## config.mk

```make
export PLATFORM = sky130hd
export DESIGN_NAME = pll_reset_sequencer
export DESIGN_NICKNAME = d
export VERILOG_FILES = /design/src/rtl/pll_reset_pkg.sv /design/src/rtl/sync_2ff.sv /design/src/rtl/pll_reset_sequencer.sv
export SDC_FILE = /design/constraint.sdc
export NUM_CORES = 1
export LEC_CHECK = 0
export ABC_AREA = 1
export CORE_AREA = 3 3 46 48
export CTS_CLUSTER_DIAMETER = 150
export DETAILED_ROUTE_END_ITERATION = 8
export DIE_AREA = 0 0 49 51
export PLACE_DENSITY = 0.69
export SLEW_MARGIN = 20
export SYNTH_ARGS = -nofsm -noshare
export SYNTH_HDL_FRONTEND = slang
export SYNTH_SLANG_ARGS = --single-unit
```

## constraint.sdc

```tcl
create_clock -name clk -period 1.6 [get_ports clk]
set_clock_uncertainty 0.15 [all_clocks]
set_input_delay 0.32 -clock clk [delete_from_list [all_inputs] [get_ports clk]]
set_output_delay 0.32 -clock clk [all_outputs]
set_load 0.02 [all_outputs]
```

## src/rtl/pll_reset_pkg.sv

```systemverilog
// Shared encodings for the PLL reset sequencer.
// State constants stay plain localparams so legacy code can compare against them.
package pll_reset_pkg;

    localparam logic [1:0] ST_WAIT_LOCK = 2'd0;
    localparam logic [1:0] ST_STABILIZE = 2'd1;
    localparam logic [1:0] ST_RUN       = 2'd2;
    localparam logic [1:0] ST_UNUSED    = 2'd3;

    // Where the sequencer lands after an illegal encoding
    localparam logic [1:0] ST_RECOVER   = ST_WAIT_LOCK;

    function automatic int stable_cnt_w(input int cycles);
        int w;
        w = $clog2(cycles);
        return (w < 1) ? 1 : w;
    endfunction

    function automatic logic holds_reset(input logic [1:0] st);
        return st != ST_RUN;
    endfunction

endpackage

```

## src/rtl/sync_2ff.sv

```systemverilog
// Two-flop synchroniser for slow level signals crossing into clk.
// Both stages clear asynchronously on reset.
module sync_2ff #(
    parameter int WIDTH = 1
) (
    input  logic             clk,
    input  logic             reset,
    input  logic [WIDTH-1:0] d,
    output logic [WIDTH-1:0] q
);

    logic [WIDTH-1:0] meta;

    always_ff @(posedge clk or posedge reset) begin
        if (reset) begin
            meta <= '0;
            q    <= '0;
        end else begin
            meta <= d;
            q    <= meta;
        end
    end

endmodule

```

## src/rtl/pll_reset_sequencer.sv

```systemverilog
// Holds sys_reset until the PLL lock has been stable for STABLE_CYCLES.
// Define PLL_RESET_LOSS_COUNT_EN to build the saturating lock-loss counter.
module pll_reset_sequencer
    import pll_reset_pkg::*;
#(
    parameter int STABLE_CYCLES    = 1024,
    parameter int LOSS_COUNT_WIDTH = 8
) (
    input  logic                        clk,
    input  logic                        reset,
    input  logic                        locked,
    input  logic                        soft_reset_req,
    output logic                        sys_reset,
    output logic [1:0]                  state,
    output logic [LOSS_COUNT_WIDTH-1:0] lock_loss_count
);

    localparam int CNT_W = stable_cnt_w(STABLE_CYCLES);
    localparam logic [CNT_W-1:0] CNT_LAST = CNT_W'(STABLE_CYCLES - 1);

    logic             locked_s;
    logic [1:0]       state_q;
    logic [1:0]       state_d;
    logic [CNT_W-1:0] cnt_q;
    logic [CNT_W-1:0] cnt_d;
    logic             sys_reset_q;
    logic             cnt_done;

    sync_2ff #(
        .WIDTH(1)
    ) u_lock_sync (
        .clk  (clk),
        .reset(reset),
        .d    (locked),
        .q    (locked_s)
    );

    assign cnt_done = (cnt_q == CNT_LAST);

    always_comb begin
        state_d = state_q;
        cnt_d   = cnt_q;
        case (state_q)
            ST_WAIT_LOCK: begin
                cnt_d = '0;
                if (locked_s) begin
                    state_d = ST_STABILIZE;
                end
            end
            ST_STABILIZE: begin
                if (!locked_s) begin
                    state_d = ST_WAIT_LOCK;
                    cnt_d   = '0;
                end else if (cnt_done) begin
                    state_d = ST_RUN;
                    cnt_d   = '0;
                end else begin
                    cnt_d = cnt_q + 1'b1;
                end
            end
            ST_RUN: begin
                cnt_d = '0;
                // A lock loss wins over a coincident soft request
                if (!locked_s) begin
                    state_d = ST_WAIT_LOCK;
                end else if (soft_reset_req) begin
                    state_d = ST_STABILIZE;
                end
            end
            default: begin
                state_d = ST_RECOVER;
                cnt_d   = '0;
            end
        endcase
    end

    always_ff @(posedge clk or posedge reset) begin
        if (reset) begin
            state_q     <= ST_WAIT_LOCK;
            cnt_q       <= '0;
            sys_reset_q <= 1'b1;
        end else begin
            state_q     <= state_d;
            cnt_q       <= cnt_d;
            sys_reset_q <= holds_reset(state_d);
        end
    end

`ifdef PLL_RESET_LOSS_COUNT_EN
    logic                        loss_inc;
    logic [LOSS_COUNT_WIDTH-1:0] loss_q;

    assign loss_inc = (state_q == ST_RUN) && !locked_s;

    always_ff @(posedge clk or posedge reset) begin
        if (reset) begin
            loss_q <= '0;
        end else if (loss_inc && (loss_q != '1)) begin
            loss_q <= loss_q + 1'b1;
        end
    end

    assign lock_loss_count = loss_q;
`else
    assign lock_loss_count = '0;
`endif

    assign sys_reset = sys_reset_q;
    assign state     = state_q;

endmodule

```

[Yosys cells after proc, flatten, opt, wreduce, memory -nomap -nowiden]
Index checks and enable logic that the tools add are counted.
Storage, ports and cells
  flip-flop bits (word level): 15
  input bits: 4
Cells by class
  $add $sub $neg: 1
  equality and inequality tests: 4
  muxes and demuxes: 9
  reductions and logical operators: 1
Operators by type and width (count)
  $mux W10: 3
  $add A10 B1 Y10 const B: 1
  $eq A10 B10 Y1 const B: 1
  $mux W2: 5
  $pmux W2 S3: 1
  $eq A2 B1 Y1 const B: 1
  $eq A2 B2 Y1 const B: 1
  $logic_not A2 Y1: 1
  $ne A2 B2 Y1 const B: 1

[Logic depth before layout (Yosys ltp)]
Gate-level depths: netlist (run 1).
  word-level depth: 5
  gate-level depth with buffers: 8
  depth with buffers taken out: 8

[Cells and area by module]
Synthesis (run 1) repeated with hierarchy kept, for this count alone.
Second synthesis, totals
  cells, all modules: 86
  area, all modules: 779.5 um^2
Modules (own cells, without submodules)
  pll_reset_sequencer: times used 1, cells an instance 83, area an instance 725.7 um^2, seq. area each 326.6 um^2
  sync_2ff: times used 1, cells an instance 3, area an instance 53.8 um^2, seq. area each 50.0 um^2

[Worst setup path after synthesis (run 1)]
Ideal clock, no wire load.
  path kind: flip-flop to flip-flop
  start: reg cnt_q[0]
  end: reg cnt_q[7]
  library setup time: 0.118 ns
  arrival time: 1.079 ns
  required time: 1.332 ns
  setup slack: 0.253 ns
  cell stages (with the launch flop): 9
  buffers on the path: 0
  period minus slack after synthesis: 1.347 ns
  cells stage by stage: dfrtp_1 -> ha_1 -> nand2_2 -> nor2_4 -> nand3_4 -> nand2_4 -> inv_4 -> nand2_2 -> nor2_2
Between the ends
  longest elaborated chain between the ends: 4
RTL lines
  from (decl): line pll_reset_sequencer.sv:24  | logic [CNT_W-1:0] cnt_q;
  from (signal assigned): line pll_reset_sequencer.sv:84  | cnt_q <= cnt_d;
  $add A10 B1 Y10 / $eq A10 B10 Y1 (equally long branches): line pll_reset_sequencer.sv:58, pll_reset_sequencer.sv:38
  $mux W10 *: line pll_reset_sequencer.sv:54  | end else if (cnt_done) begin
  $mux W10 *: line pll_reset_sequencer.sv:51  | if (!locked_s) begin
  $mux W10 *: line pll_reset_sequencer.sv:43  | case (state_q)
  named net cnt_d[7]: line pll_reset_sequencer.sv:25  | logic [CNT_W-1:0] cnt_d;
Mark *: on every way through the listed nets, which the timed path passes. The rest lies on a longest branch.

[Worst setup path after layout (run 1)]
  start: reg sys_reset_q, in the netlist sys_reset
  end: out sys_reset
RTL lines
  from (decl): line pll_reset_sequencer.sv:26  | logic sys_reset_q;
  from (signal assigned): line pll_reset_sequencer.sv:85  | sys_reset_q <= holds_reset(state_d);
  to (decl): line pll_reset_sequencer.sv:13  | output logic sys_reset,
No word-level cell between the ends.

==> key figures, run 1 <==
STA
  • F_max: between 600 and 700 MHz
  • Final hold viol count: 0
  • Max-slew violations: 0
  • RSZ-0062 raised after global routing: false
  • # setup viols final: 0
  • Setup TNS: 0 ps
  • Fin Hold WS: between 150 and 200 ps
  • Final min period: about 1600 ps
  • Final period utilization: a little over nine tenths

Job
  • Max-cap viol count: 0

Critical path
  • Crit path capture type: output port
  • Worst-path maximum fanout: 1
  • R2R depth: 8
  • Crit path kind: reg -> out
  • CP peak stage delay: between 500 and 600 ps
  • Worst Setup SP: sys_reset
  • Crit-path cells: clkdlybuf4s15_1
  • Data arrival, critical path: 1090 ps
  • Crit path required time: about 1100 ps
  • Worst path depth: 1
  • Worst R2R End: cnt_q[7]
  • R2R setup slack: about 130 ps
  • Critical-path top delay cell: dfstp_2
  • Crit path buffers/inverters: 1
  • Startpoint Class: register
  • CP top delay family: flip-flops
  • CP Capture Point: sys_reset
  • Critical R2R Launch: cnt_q[0]

Route
  • Pre-antenna DRT Iters: 2
  • WL/cell: between 9 and 10 um
  • 1st-iter DRT viols: 10
  • DRT Wirelength: 1126 um
  • Vias per inst: around 4.2
  • Routed Antenna Nets: 0
  • Via count: about 500
  • Residual DRC count: 0

Power and ir drop
  • PwrDens: 774.2 nW/um^2
  • VDD IR-drop max: roughly 0.54 mV
  • P_leak: around 0.4 nW

Synth
  • Compound-cell area share of the yosys netlist: roughly 2.7%
  • Syn Inst Count: between 80 and 90
  • Avg Cell Area, Syn: about 9 sq um
  • Post-Syn Area: 792.0 sq um
  • Distinct cell type count after synthesis: 23
  • Synth Area in Simple Gates: ~28%
  • Synth warn: 0
  • Sequential-to-total area share from yosys stat: a little under half
  • Top cells by count, synth: dfrtp_1, inv_1, nor2_1
  • Main flop type after synthesis: dfrtp_1
  • Synth Area in Adders: 1.580%
  • Post-synthesis async set-or-reset flop share: 100.0%
  • Seq cells post-synth: 15
  • Post-synthesis xor/xnor area fraction: 4.423%
  • Post-synth EDFFs: 0
  • Synth top area cells: dfrtp_1, buf_4, inv_1, nor2_1, nand2_1
  • Post-synthesis mux area share: 0%
  • Largest family of logic cells by synthesized area: simple AND/OR/NAND/NOR gates
  • Post-synth top area share: around 44%
  • Cell taking the most area after synthesis: dfrtp_1

Placed design
  • PortBufs: 6
  • Dpl cell area: roughly 860 sq um
  • HPWL Detailed: 897.2 um
  • Gpl congestion: roughly 0.76

Cells and area
  • Fillers: between 150 and 200
  • Share of cells above drive strength 1: 19.39%
  • Design area: about 900 sq um
  • Area growth syn-to-layout: 12.16%
  • Nets@finish: about 100
  • Diodes inserted: 0

Hold path
  • Hold Crit Class: in -> async

Clock network
  • Clock slew at reported path FFs: around 90 ps
  • Num CTS Buffers: 3
  • Sink Count: 15
  • Worst-Skew Late Latency: 270 ps
  • Root Driver: clkbuf_4
  • Max clock buf depth: 2
  • CTS Hold Bufs: 0
  • H-tree lvl count: 1
  • TritonCTS clock tree: done

Die
  • Initial core utilization: between 40% and 50%
  • Die X: approximately 50 um
  • IO Pins: 15
  • Num rows: 15
  • Die ar.: 2499 sq um
  • Core area: around 1700 sq um
  • Die Y: 51 um

GRT
  • Pin count of the biggest net entering global routing: 16
  • Vias in the first global route: roughly 500
  • First-pass GRT wire length: between 2000 and 2500 um
  • Initial antenna violation count: 0
  • GRT Total Usage: 11.08%
  • Grt total ovfl: 0

Status
  • Status: completed
[report_power, final]
part | switching (mW) | leakage (nW) | total, mW | internal, mW
sequential | 0.00796 | 0.199 | 0.397 | 0.389
clock | 0.115 | 0.0150 | 0.212 | 0.0966
combinational | 0.0551 | 0.196 | 0.0786 | 0.0235
[metal layers]
metal,wire length [um],up-vias,track usage (%)
met5,0,-,0
met4,8,0,7.109
met3,50,2,1.749
met2,551,9,16.97
met1,516,230,14.60
li1,-,270,-
[cell type report]
type | instances | area (sq um) | share of cell area (%)
multi-input cells | 56 | 322.8 | 36.34
well taps | 25 | 31.28 | 3.521
inverters | 15 | 58.81 | 6.620
flip-flops and latches | 15 | 376.6 | 42.39
clock buffers | 4 | 26.28 | 2.958
repair buffers | 8 | 72.57 | 8.169
[worst reg2reg max path, stage by stage (launching register included)]
cell and delay (ps):
dfrtp_1 410, ha_1 200, nand2_2 100, nor2_4 140, nand3_4 100, nand2_4 130, inv_4 50, nand2_2 60
nor2_2 30
[placed cells by master, fill, tap and decap left out]
master / synthesis / final
xor2_1: 2 / 2
dfrtp_1: 14 / 14
nand3_4: 1 / 1
inv_4: 1 / 1
clkdlybuf4s15_1: 0 / 1
nand2_4: 1 / 1
nor3_1: 3 / 3
ha_1: 1 / 1
clkbuf_4: 0 / 3
nand3_1: 3 / 3
conb_1: 1 / 8
nand2_1: 9 / 9
clkbuf_1: 0 / 1
inv_1: 14 / 14
clkdlybuf4s50_1: 0 / 3
nor3_4: 1 / 1
buf_4: 8 / 2
nand4_1: 1 / 1
a21oi_1: 1 / 1
dlygate4sd2_1: 0 / 2
xnor2_1: 2 / 2
dfstp_2: 1 / 1
nor2_2: 2 / 2
o21ai_2: 1 / 1
o31ai_1: 1 / 1
nor2_4: 2 / 2
nor2_1: 13 / 13
nand2_2: 4 / 4
[what timing repair did]
action | CTS | global route
buffers inserted | 0 | 0
endpoints found under the hold margin | 0 | 0
setup endpoints to repair | 3 | 0
gates resized for setup | 4 | 0
[cells by family after synthesis]
| group | after synthesis |
|---|---|
| fa+ha+maj | 1 |
| xor+xnor | 4 |
| flops | 15 |
| buf+inv | 23 |
| simple gates | 40 |
| compound gates | 3 |
| other cells | 1 |
[how the worst min path moves through the flow]
stage,from,end,slack (ps),depth (start not counted)
final,reset,cnt_q[6],190,3
after global routing,reset,cnt_q[9],200,3
after CTS,reset,u_lock_sync.meta,190,3
after detailed placement,u_lock_sync.meta,u_lock_sync.q,180,0
after global placement,u_lock_sync.meta,u_lock_sync.q,180,0
after floorplan,reset,cnt_q[0],70,1
[state kept, by name (all words and copies together) (netlist names)]
name              flops
u_lock_sync.q         1
cnt_q                10
state                 2
sys_reset             1
u_lock_sync.meta      1
[stage by stage]
stage / std cells / worst slack (ps) / power (mW) / utilization [%]
6_report: 123 / 40.23 / 0.6878 / 50.90
3_3_place_gp: 119 / 46.76 / 0.4848 / 49.53
4_1_cts: 123 / 21.87 / 0.6933 / 50.90
3_5_place_dp: 119 / 34.53 / 0.4866 / 49.53
5_1_grt: 123 / 4.346 / 0.7185 / 50.90
2_1_floorplan: 94 / 253.4 / 0.4757 / -
(Power assumes the default switching activity.)
==> run 2, diff against run 1 <==
SKIP_CTS_REPAIR_TIMING = 1   (was not set)
==> key figures, run 2 (same netlist as run 1, synthesis figures left out) <==
Critical path
  • Data arrival, critical path: 1010 ps
  • Crit-path cells: dlymetal6s2s_1
  • CP peak stage delay: about 520 ps
  • Worst Setup SP: sys_reset
  • Critical-path top delay cell: dfstp_2
  • Worst-path maximum fanout: 1
  • Crit path required time: roughly 1100 ps
  • Crit path capture type: output port
  • Critical R2R Launch: cnt_q[0]
  • Startpoint Class: register
  • CP top delay family: flip-flops
  • Crit path kind: reg -> out
  • Crit path buffers/inverters: 1

Placed design
  • Gpl congestion: 0.7642
  • PortBufs: 6
  • HPWL Detailed: 897.2 um
  • DP Worst Slack: about 35 ps

Power and ir drop
  • P_leak: ~0.43 nW
  • PwrDens: around 770 nW/um^2
  • VDD IR-drop max: ~0.54 mV

Cells and area
  • Share of cells above drive strength 1: roughly a fifth
  • Area growth syn-to-layout: 13.43%
  • Most frequent cells in the layout: inv_1, dfrtp_1, nor2_1
  • Largest Register: cnt_q
  • Nets@finish: between 100 and 150
  • Diodes inserted: 0
  • Largest register FFs: 10

Die
  • Die ar.: about 2500 sq um
  • Die X: 49 um
  • Die Y: 51 um
  • Initial core utilization: a little under half
  • Core area: 1745 sq um
  • Num rows: 15
  • IO Pins: 15

STA
  • Final hold viol count: 0
  • F_max: a little under 700 MHz
  • Final min period: 1481 ps
  • Max-slew violations: 0
  • Setup TNS: 0 ps
  • Final period utilization: approximately 93%
  • RSZ-0062 raised after global routing: false
  • Final worst setup slack: between 100 and 150 ps
  • # setup viols final: 0

GRT
  • GRT Total Usage: 11.08%
  • Grt total ovfl: 0
  • Pin count of the biggest net entering global routing: 16
  • Vias in the first global route: a little under 500
  • First-pass GRT wire length: roughly 2100 um
  • Initial antenna violation count: 0

Route
  • 1st-iter DRT viols: 10
  • Vias per inst: 4.154
  • Pre-antenna DRT Iters: 2
  • Routed Antenna Nets: 0
  • Via count: a little over 500
  • Residual DRC count: 0
  • WL/cell: roughly 9.2 um
  • DRT Wirelength: around 1100 um

Clock network
  • Max clock buf depth: 2
  • Num CTS Buffers: 3
  • H-tree lvl count: 1
  • TritonCTS clock tree: done
  • Root Driver: clkbuf_4
  • Clock slew at reported path FFs: around 90 ps
  • Worst-Skew Late Latency: 270 ps
  • Sink Count: 15

Job
  • Max-cap viol count: 0

Hold path
  • Hold Crit Class: in -> async

Status
  • Status: completed
-- run 2: worst paths after layout --
| check | to | slack [ps] | cells past startpoint |
|---|---|---|---|
| max in group asynchronous | sys_reset | 870 | 3 |
| max reg2reg | cnt_q[7] | 130 | 8 |
| max | sys_reset | 120 | 1 |
| min in group clk | u_lock_sync.q | 210 | 0 |
| min reg2reg | u_lock_sync.q | 210 | 0 |
| min | cnt_q[6] | 190 | 3 |
-- run 2: cell type report --
type	instances	area (sq um)
Fill cell	170	847.1
Sequential cell	15	376.6
Multi-Input combinational cell	56	322.8
Timing Repair Buffer	8	82.58
Inverter	15	58.81
Tap cell	25	31.28
Clock buffer	4	26.28
-- run 2: worst register-to-register path: stages (launching register included) --
cell and delay [ps]:
dfrtp_1 410, ha_1 200, nand2_2 100, nor2_4 140, nand3_4 100, nand2_4 130
inv_4 50, nand2_2 60, nor2_2 30
-- run 2: where the power goes --
part / switching (mW) / internal, mW / total [mW]
sequential: 0.00796 / 0.389 / 0.397
combinational: 0.0552 / 0.0254 / 0.0806
clock: 0.115 / 0.0966 / 0.212
-- run 2: per-layer routing --
layer,vias to the layer above,GRT usage (%),routed length (um)
li1,270,-,-
met1,230,14.60,520
met2,9,16.97,551
met3,2,1.749,50
met4,0,7.109,8
met5,-,0,0
-- run 2: through the flow --
| stage | instance area, sq um | hold WS (ps) | util [%] | instances | total power [mW] |
|---|---|---|---|---|---|
| after global placement | 864.6 | 183.4 | 49.53 | 119 | 0.4848 |
| final | 898.4 | 185.6 | 51.47 | 123 | 0.6898 |
| after CTS | 890.9 | 189.9 | 51.04 | 123 | 0.6962 |
| after detailed placement | 864.6 | 184.7 | 49.53 | 119 | 0.4866 |
| after floorplan | 818.3 | 70.76 | - | 94 | 0.4757 |
| after global routing | 898.4 | 202.9 | 51.47 | 123 | 0.7205 |
